[src/rtl/ex_mdu.sv]
// ex_mdu: RISC-V execute stage covering RV32I ALU ops and RV32M mul/div.
//   ALU ops produce a registered result one cycle after acceptance and can
//   issue back to back. MUL/DIV ops run on an iterative radix-2 engine.
//   One iteration is done per cycle for XLEN cycles. The engine holds
//   ready_o low until the result pulses out.
// Ports:
//   clk, rst        clock, synchronous active-high reset
//   flush_i         abort in-flight op; a same-cycle valid_i is dropped
//   valid_i/ready_o handshake; ready_o is high only when IDLE
//   op_i            5-bit opcode (0..9 ALU, 16..23 MUL/DIV, others = ADD)
//   reg1_i, reg2_i  operands
//   wd_i, wreg_i    destination register and write request
//   valid_o         one-cycle result strobe
//   wd_o, wreg_o    destination and write enable (x0 never written)
//   wdata_o         result
module ex_mdu #(
  parameter int XLEN       = 32,
  parameter int REG_ADDR_W = 5
) (
  input  logic                  clk,
  input  logic                  rst,
  input  logic                  flush_i,
  input  logic                  valid_i,
  output logic                  ready_o,
  input  logic [4:0]            op_i,
  input  logic [XLEN-1:0]       reg1_i,
  input  logic [XLEN-1:0]       reg2_i,
  input  logic [REG_ADDR_W-1:0] wd_i,
  input  logic                  wreg_i,
  output logic                  valid_o,
  output logic [REG_ADDR_W-1:0] wd_o,
  output logic                  wreg_o,
  output logic [XLEN-1:0]       wdata_o
);
  localparam int SHW = $clog2(XLEN);

  localparam logic [4:0] OP_SUB = 5'd1, OP_SLL = 5'd2, OP_SLT = 5'd3,
                         OP_SLTU = 5'd4, OP_XOR = 5'd5, OP_SRL = 5'd6,
                         OP_SRA = 5'd7, OP_OR = 5'd8, OP_AND = 5'd9;

  typedef enum logic [1:0] {IDLE, BUSY, DONE} state_t;

  // Latched mul/div request; fn = op_i[2:0]
  // (0 MUL, 1 MULH, 2 MULHSU, 3 MULHU, 4 DIV, 5 DIVU, 6 REM, 7 REMU).
  typedef struct packed {
    logic [2:0]            fn;
    logic                  sa;   // rs1 negative (signed view only)
    logic                  sb;   // rs2 negative (signed view only)
    logic                  bz;   // divisor zero
    logic [REG_ADDR_W-1:0] wd;
    logic                  wreg;
  } md_req_t;

  state_t          state;
  md_req_t         req;
  logic [SHW-1:0]  cnt;
  logic [XLEN-1:0] hi, lo, dvs;

  assign ready_o = (state == IDLE);

  // ---------------- ALU ----------------
  logic [SHW-1:0]  shamt;
  logic [XLEN-1:0] alu_res;
  assign shamt = reg2_i[SHW-1:0];

  always_comb begin
    alu_res = reg1_i + reg2_i;
    case (op_i)
      OP_SUB:  alu_res = reg1_i - reg2_i;
      OP_SLL:  alu_res = reg1_i << shamt;
      OP_SLT:  alu_res = {{(XLEN-1){1'b0}}, $signed(reg1_i) < $signed(reg2_i)};
      OP_SLTU: alu_res = {{(XLEN-1){1'b0}}, reg1_i < reg2_i};
      OP_XOR:  alu_res = reg1_i ^ reg2_i;
      OP_SRL:  alu_res = reg1_i >> shamt;
      OP_SRA:  alu_res = $unsigned($signed(reg1_i) >>> shamt);
      OP_OR:   alu_res = reg1_i | reg2_i;
      OP_AND:  alu_res = reg1_i & reg2_i;
      default: alu_res = reg1_i + reg2_i;
    endcase
  end

  // ---------------- mul/div operand setup ----------------
  logic            is_md, is_div, a_sgn, b_sgn, sa_in, sb_in;
  logic [XLEN-1:0] mag_a, mag_b;
  assign is_md  = (op_i[4:3] == 2'b10);
  assign is_div = op_i[2];
  // rs1 signed for MULH, MULHSU, DIV, REM; rs2 signed for MULH, DIV, REM.
  assign a_sgn  = (op_i[2:0] == 3'd1) || (op_i[2:0] == 3'd2) ||
                  (op_i[2:0] == 3'd4) || (op_i[2:0] == 3'd6);
  assign b_sgn  = (op_i[2:0] == 3'd1) || (op_i[2:0] == 3'd4) ||
                  (op_i[2:0] == 3'd6);
  assign sa_in  = a_sgn && reg1_i[XLEN-1];
  assign sb_in  = b_sgn && reg2_i[XLEN-1];
  assign mag_a  = sa_in ? -reg1_i : reg1_i;
  assign mag_b  = sb_in ? -reg2_i : reg2_i;

  // ---------------- iteration step ----------------
  // Multiply: {hi,lo} starts as {0, multiplier}; add multiplicand into hi
  // when lo[0] is set, then shift the whole thing right by one.
  // Divide: lo starts as the dividend and fills with quotient bits from the
  // right while hi accumulates the partial remainder (restoring).
  logic [XLEN:0]   sum, rem_sh, diff;
  logic [XLEN-1:0] hi_nx, lo_nx;

  always_comb begin
    sum    = {1'b0, hi} + (lo[0] ? {1'b0, dvs} : '0);
    rem_sh = {hi, lo[XLEN-1]};
    diff   = rem_sh - {1'b0, dvs};
    if (req.fn[2]) begin
      if (!diff[XLEN]) begin
        hi_nx = diff[XLEN-1:0];
        lo_nx = {lo[XLEN-2:0], 1'b1};
      end else begin
        hi_nx = rem_sh[XLEN-1:0];
        lo_nx = {lo[XLEN-2:0], 1'b0};
      end
    end else begin
      hi_nx = sum[XLEN:1];
      lo_nx = {sum[0], lo[XLEN-1:1]};
    end
  end

  // ---------------- result fixup ----------------
  logic [2*XLEN-1:0] prod_s;
  logic [XLEN-1:0]   quo, rem, md_res;

  always_comb begin
    prod_s = (req.sa ^ req.sb) ? -{hi, lo} : {hi, lo};
    // Divide by zero yields all-ones regardless of the dividend sign.
    quo    = req.bz ? '1 : ((req.sa ^ req.sb) ? -lo : lo);
    rem    = req.sa ? -hi : hi;
    case (req.fn)
      3'd0:          md_res = prod_s[XLEN-1:0];
      3'd1, 3'd2,
      3'd3:          md_res = prod_s[2*XLEN-1:XLEN];
      3'd4, 3'd5:    md_res = quo;
      default:       md_res = rem;
    endcase
  end

  // ---------------- FSM ----------------
  always_ff @(posedge clk) begin
    if (rst) begin
      state   <= IDLE;
      valid_o <= 1'b0;
      wreg_o  <= 1'b0;
      wd_o    <= '0;
      wdata_o <= '0;
      cnt     <= '0;
      hi      <= '0;
      lo      <= '0;
      dvs     <= '0;
      req     <= '0;
    end else begin
      valid_o <= 1'b0;
      wreg_o  <= 1'b0;
      if (flush_i) begin
        state <= IDLE;
      end else begin
        case (state)
          IDLE: if (valid_i) begin
            if (is_md) begin
              state    <= BUSY;
              cnt      <= '0;
              hi       <= '0;
              lo       <= is_div ? mag_a : mag_b;
              dvs      <= is_div ? mag_b : mag_a;
              req.fn   <= op_i[2:0];
              req.sa   <= sa_in;
              req.sb   <= sb_in;
              req.bz   <= (reg2_i == '0);
              req.wd   <= wd_i;
              req.wreg <= wreg_i && (wd_i != '0);
            end else begin
              valid_o <= 1'b1;
              wdata_o <= alu_res;
              wd_o    <= wd_i;
              wreg_o  <= wreg_i && (wd_i != '0);
            end
          end
          BUSY: begin
            hi  <= hi_nx;
            lo  <= lo_nx;
            cnt <= cnt + 1'b1;
            if (cnt == SHW'(XLEN-1)) state <= DONE;
          end
          DONE: begin
            valid_o <= 1'b1;
            wdata_o <= md_res;
            wd_o    <= req.wd;
            wreg_o  <= req.wreg;
            state   <= IDLE;
          end
          default: state <= IDLE;
        endcase
      end
    end
  end
endmodule
[config.mk]
export PLATFORM = sky130hd
export DESIGN_NAME = ex_mdu
export DESIGN_NICKNAME = d
export VERILOG_FILES = /design/src/rtl/ex_mdu.sv
export SDC_FILE = /design/constraint.sdc
export NUM_CORES = 1
export LEC_CHECK = 0
export ABC_AREA = 1
export CAP_MARGIN = 0
export CELL_PAD_IN_SITES_DETAIL_PLACEMENT = 1
export CELL_PAD_IN_SITES_GLOBAL_PLACEMENT = 2
export CORE_MARGIN = 8
export CORE_UTILIZATION = 30
export CTS_BUF_LIST = sky130_fd_sc_hd__clkbuf_16
export CTS_CLUSTER_SIZE = 16
export DETAILED_ROUTE_END_ITERATION = 12
export PLACE_DENSITY = 0.8
export REMOVE_ABC_BUFFERS = 1
export SLEW_MARGIN = 30
export SYNTH_ARGS = -nofsm -noshare
export SYNTH_HDL_FRONTEND = slang
export SYNTH_SLANG_ARGS = --single-unit
[constraint.sdc]
create_clock -name clk -period 7.89 [get_ports clk]
set_input_delay 1.9725 -clock clk [delete_from_list [all_inputs] [get_ports clk]]
set_output_delay 1.9725 -clock clk [all_outputs]
set_load 0.005 [all_outputs]
==> results.json <==
{
  "syn-cell-area_mm2": 0.0283,
  "rows": 112,
  "final_area_mm2": 0.0311,
  "p_leak_uw": 0.0167,
  "cp.buffers_inverters": 4,
  "viasPerCell": 5.51,
  "grt_max_degree": 64,
  "critPathCaptureType": "flip-flop",
  "antenna_found_initial": 6,
  "setup_viol": 0,
  "power_density_mw_per_mm2": 114,
  "layout_setup_ws_ns": 2.29,
  "clock_latency_ns": 0.49,
  "die_area_mm2": 0.105,
  "fin_crit_ns": 5.60,
  "grt_pass1_vias": 37225,
  "dp_hpwl_um": 148000,
  "ys_seq_elements": 154,
  "rsz0062_at_grt": "false",
  "worst_setup_path_start_kind": "input pin",
  "cts_tree": "built",
  "critical_path.top_delay_family": "simple AND/OR/NAND/NOR gates",
  "wire_per_inst_um": 26.1,
  "fin_skew_ns": 0.0176,
  "dr.pass1.iters": 5,
  "p_sw_uw": 1780,
  "relSlewSlack": 0.262,
  "drtAntennaViolNets": 0,
  "netlist.top_cell.by_area": "nand2_1",
  "ys_top_cells_by_area": "nand2_1, nand3_1, dfxtp_1",
  "slew_violations": 0,
  "ctsHtreeMaxLevel": 4,
  "grt_usage": 0.331,
  "tightestPinTransition_ns": 1.11,
  "fmax_ghz": 0.179,
  "syn_inst": 5573,
  "synthDistinctLibCells": 52,
  "finalCritPeriodShare": 0.709,
  "drive_gt1_frac": 0.0309,
  "path_cells": "clkdlybuf4s50_1 -> buf_4 -> nor2_4 -> nand3_1 -> nand2_1 -> nor2_1 -> nand2_2 -> inv_2 -> nor2_1 -> nand2_1 -> nor2_1 -> nand2_1 -> nand3_1 -> nand3_1 -> nand2_1 -> inv_1",
  "worstPathArrival_ns": 6.00,
  "ys_warn_count": 0,
  "clkTransAtPathRegs_ns": 0.08,
  "yosysSeqAreaShare": 0.109,
  "place_ws_ns": 1.98,
  "drt_wl_total_um": 178000,
  "cp_max_fo": 33,
  "grt_remaining_overflow": 0,
  "run_status": "finished clean",
  "vias": 37551,
  "whs_ns": 0.474,
  "p_comb_frac": 0.510,
  "start_util": 0.303,
  "cts_hold_buf": 0,
  "cts_buffers": 17,
  "cts_resized": 0,
  "p_sw_frac": 0.500,
  "clock_sinks": 154,
  "final_common_cell": "nand2_1",
  "avgSynthCellArea_um2": 5.08,
  "dieWidth_um": 323,
  "die_h_um": 323,
  "drc_errors": 0,
  "cts_setup_buffers": 0,
  "seq_power_share": 0.236,
  "cpMostUsedCell": "nand2_1",
  "cts_root_buf": "clkbuf_16",
  "ios": 119,
  "cts_buffer_depth": 2,
  "gp_congestion": 1.04,
  "grt_pass1_wl_um": 257000,
  "tns_ns": 0,
  "cp_data_required_time_ns": 8.29,
  "core_mm2": 0.0935,
  "hp-class": "reg -> reg",
  "cp_slowest_stage_delay_ns": 0.79,
  "area_delta_synth_final_pct": 9.90,
  "placed_area_mm2": 0.0305,
  "mostFrequentLayoutCells": "nand2_1, inv_1, nand3_1",
  "fin_util": 0.333,
  "fillerInstances": 13218,
  "power.clock.fraction": 0.254,
  "finalHoldViolations": 0,
  "synth_top_area_frac": 0.253,
  "first_iter_violations": 3475,
  "internal_power_uw": 1780,
  "peakVddDrop_uv": 127,
  "nNetsFinal": 5800,
  "slowest_stage": "nand3_1",
  "cap_violations": 0,
  "port_buffers": 118,
  "crit_type": "in -> reg"
}
[per-stage QoR]
step / std cells / total power (uW)
finish: 6817 / 3550
floorplan: 5356 / 1820
global placement: 6785 / 2620
global route: 6816 / 3730
CTS: 6816 / 3530
detailed placement: 6785 / 2630
[sequential cells by signal (all words and copies together), names as in the netlist]
name,count
cnt,5
dvs,32
hi,32
lo,32
req,12
state,2
valid_o,1
wd_o,5
wdata_o,32
wreg_o,1
[cell usage after synthesis, drive strengths merged]
master,number
nand2,1921
inv,789
nand3,707
nor2,587
a21oi,340
o21ai,275
ha,167
dfxtp,154
clkbuf,113
buf,104
xor2,87
nor3,64
nand4,63
o211ai,36
o21bai,21
a31oi,19
and2,19
o22ai,16
nand3b,14
xnor2,13
a22oi,11
o221ai,7
or2,6
a21o,5
nor3b,5
and3,4
clkinv,4
fa,4
o21a,4
a211oi,3
a21boi,3
nor4,3
o2111ai,2
o31ai,2
nor4b,1
[tightest hold or removal path: cells and delay by family (launching register included)]
| family | cells | cell delay [ns] |
|---|---|---|
| compound gates | 1 | 0.05 |
| flops | 1 | 0.31 |
| simple gates | 1 | 0.06 |
[area by class of cell]
class	count	area, um2	share of cell area
sequential	154	3080	0.0991
tap	1254	1570	0.0504
multi-input combinational	4409	21300	0.685
timing repair buffer	175	1590	0.0510
antenna	1	2.50	0.0000804
clock buffer	17	425	0.0137
inverter	793	2980	0.0957
clock inverter	14	169	0.00543
[layer usage]
| layer | share of wire | track usage | up-vias |
|---|---|---|---|
| li1 | - | - | 17697 |
| met1 | 0.43 | 0.419 | 18223 |
| met2 | 0.45 | 0.534 | 1267 |
| met3 | 0.056 | 0.0407 | 364 |
| met4 | 0.072 | 0.203 | 0 |
| met5 | 0 | 0 | - |
[cells by family (layout without fill, tap and decap cells)]
group / Yosys count / after routing / share of synthesized area
other: 0 / 1 / 0
xor gates and xnor gates: 100 / 100 / 0.0309
adders and majority gates: 171 / 171 / 0.0766
and+or+nand+nor: 3394 / 3394 / 0.502
DFF: 154 / 154 / 0.109
buffers and inverters: 1010 / 999 / 0.140
AOI/OAI and AO/OA: 744 / 744 / 0.142
[power groups by stage]
stage               clock (uW)  combinational [uW]  sequential, uW
floorplan                    0                 978             844
global placement             0                1770             856
detailed placement           0                1770             856
CTS                        910                1780             838
global route               940                1950             841
finish                     902                1810             839
[worst paths after layout]
kind                 from           to  slack (ns)  cells past startpoint
hold / removal     req[5]       req[5]        0.47                      2
setup / recovery  op_i[2]  wdata_o[14]        2.29                     16
setup reg to reg  req[11]  wdata_o[30]        3.70                     12
hold reg to reg    req[5]       req[5]        0.47                      2
Note: power is estimated with default switching activity, not from simulation.
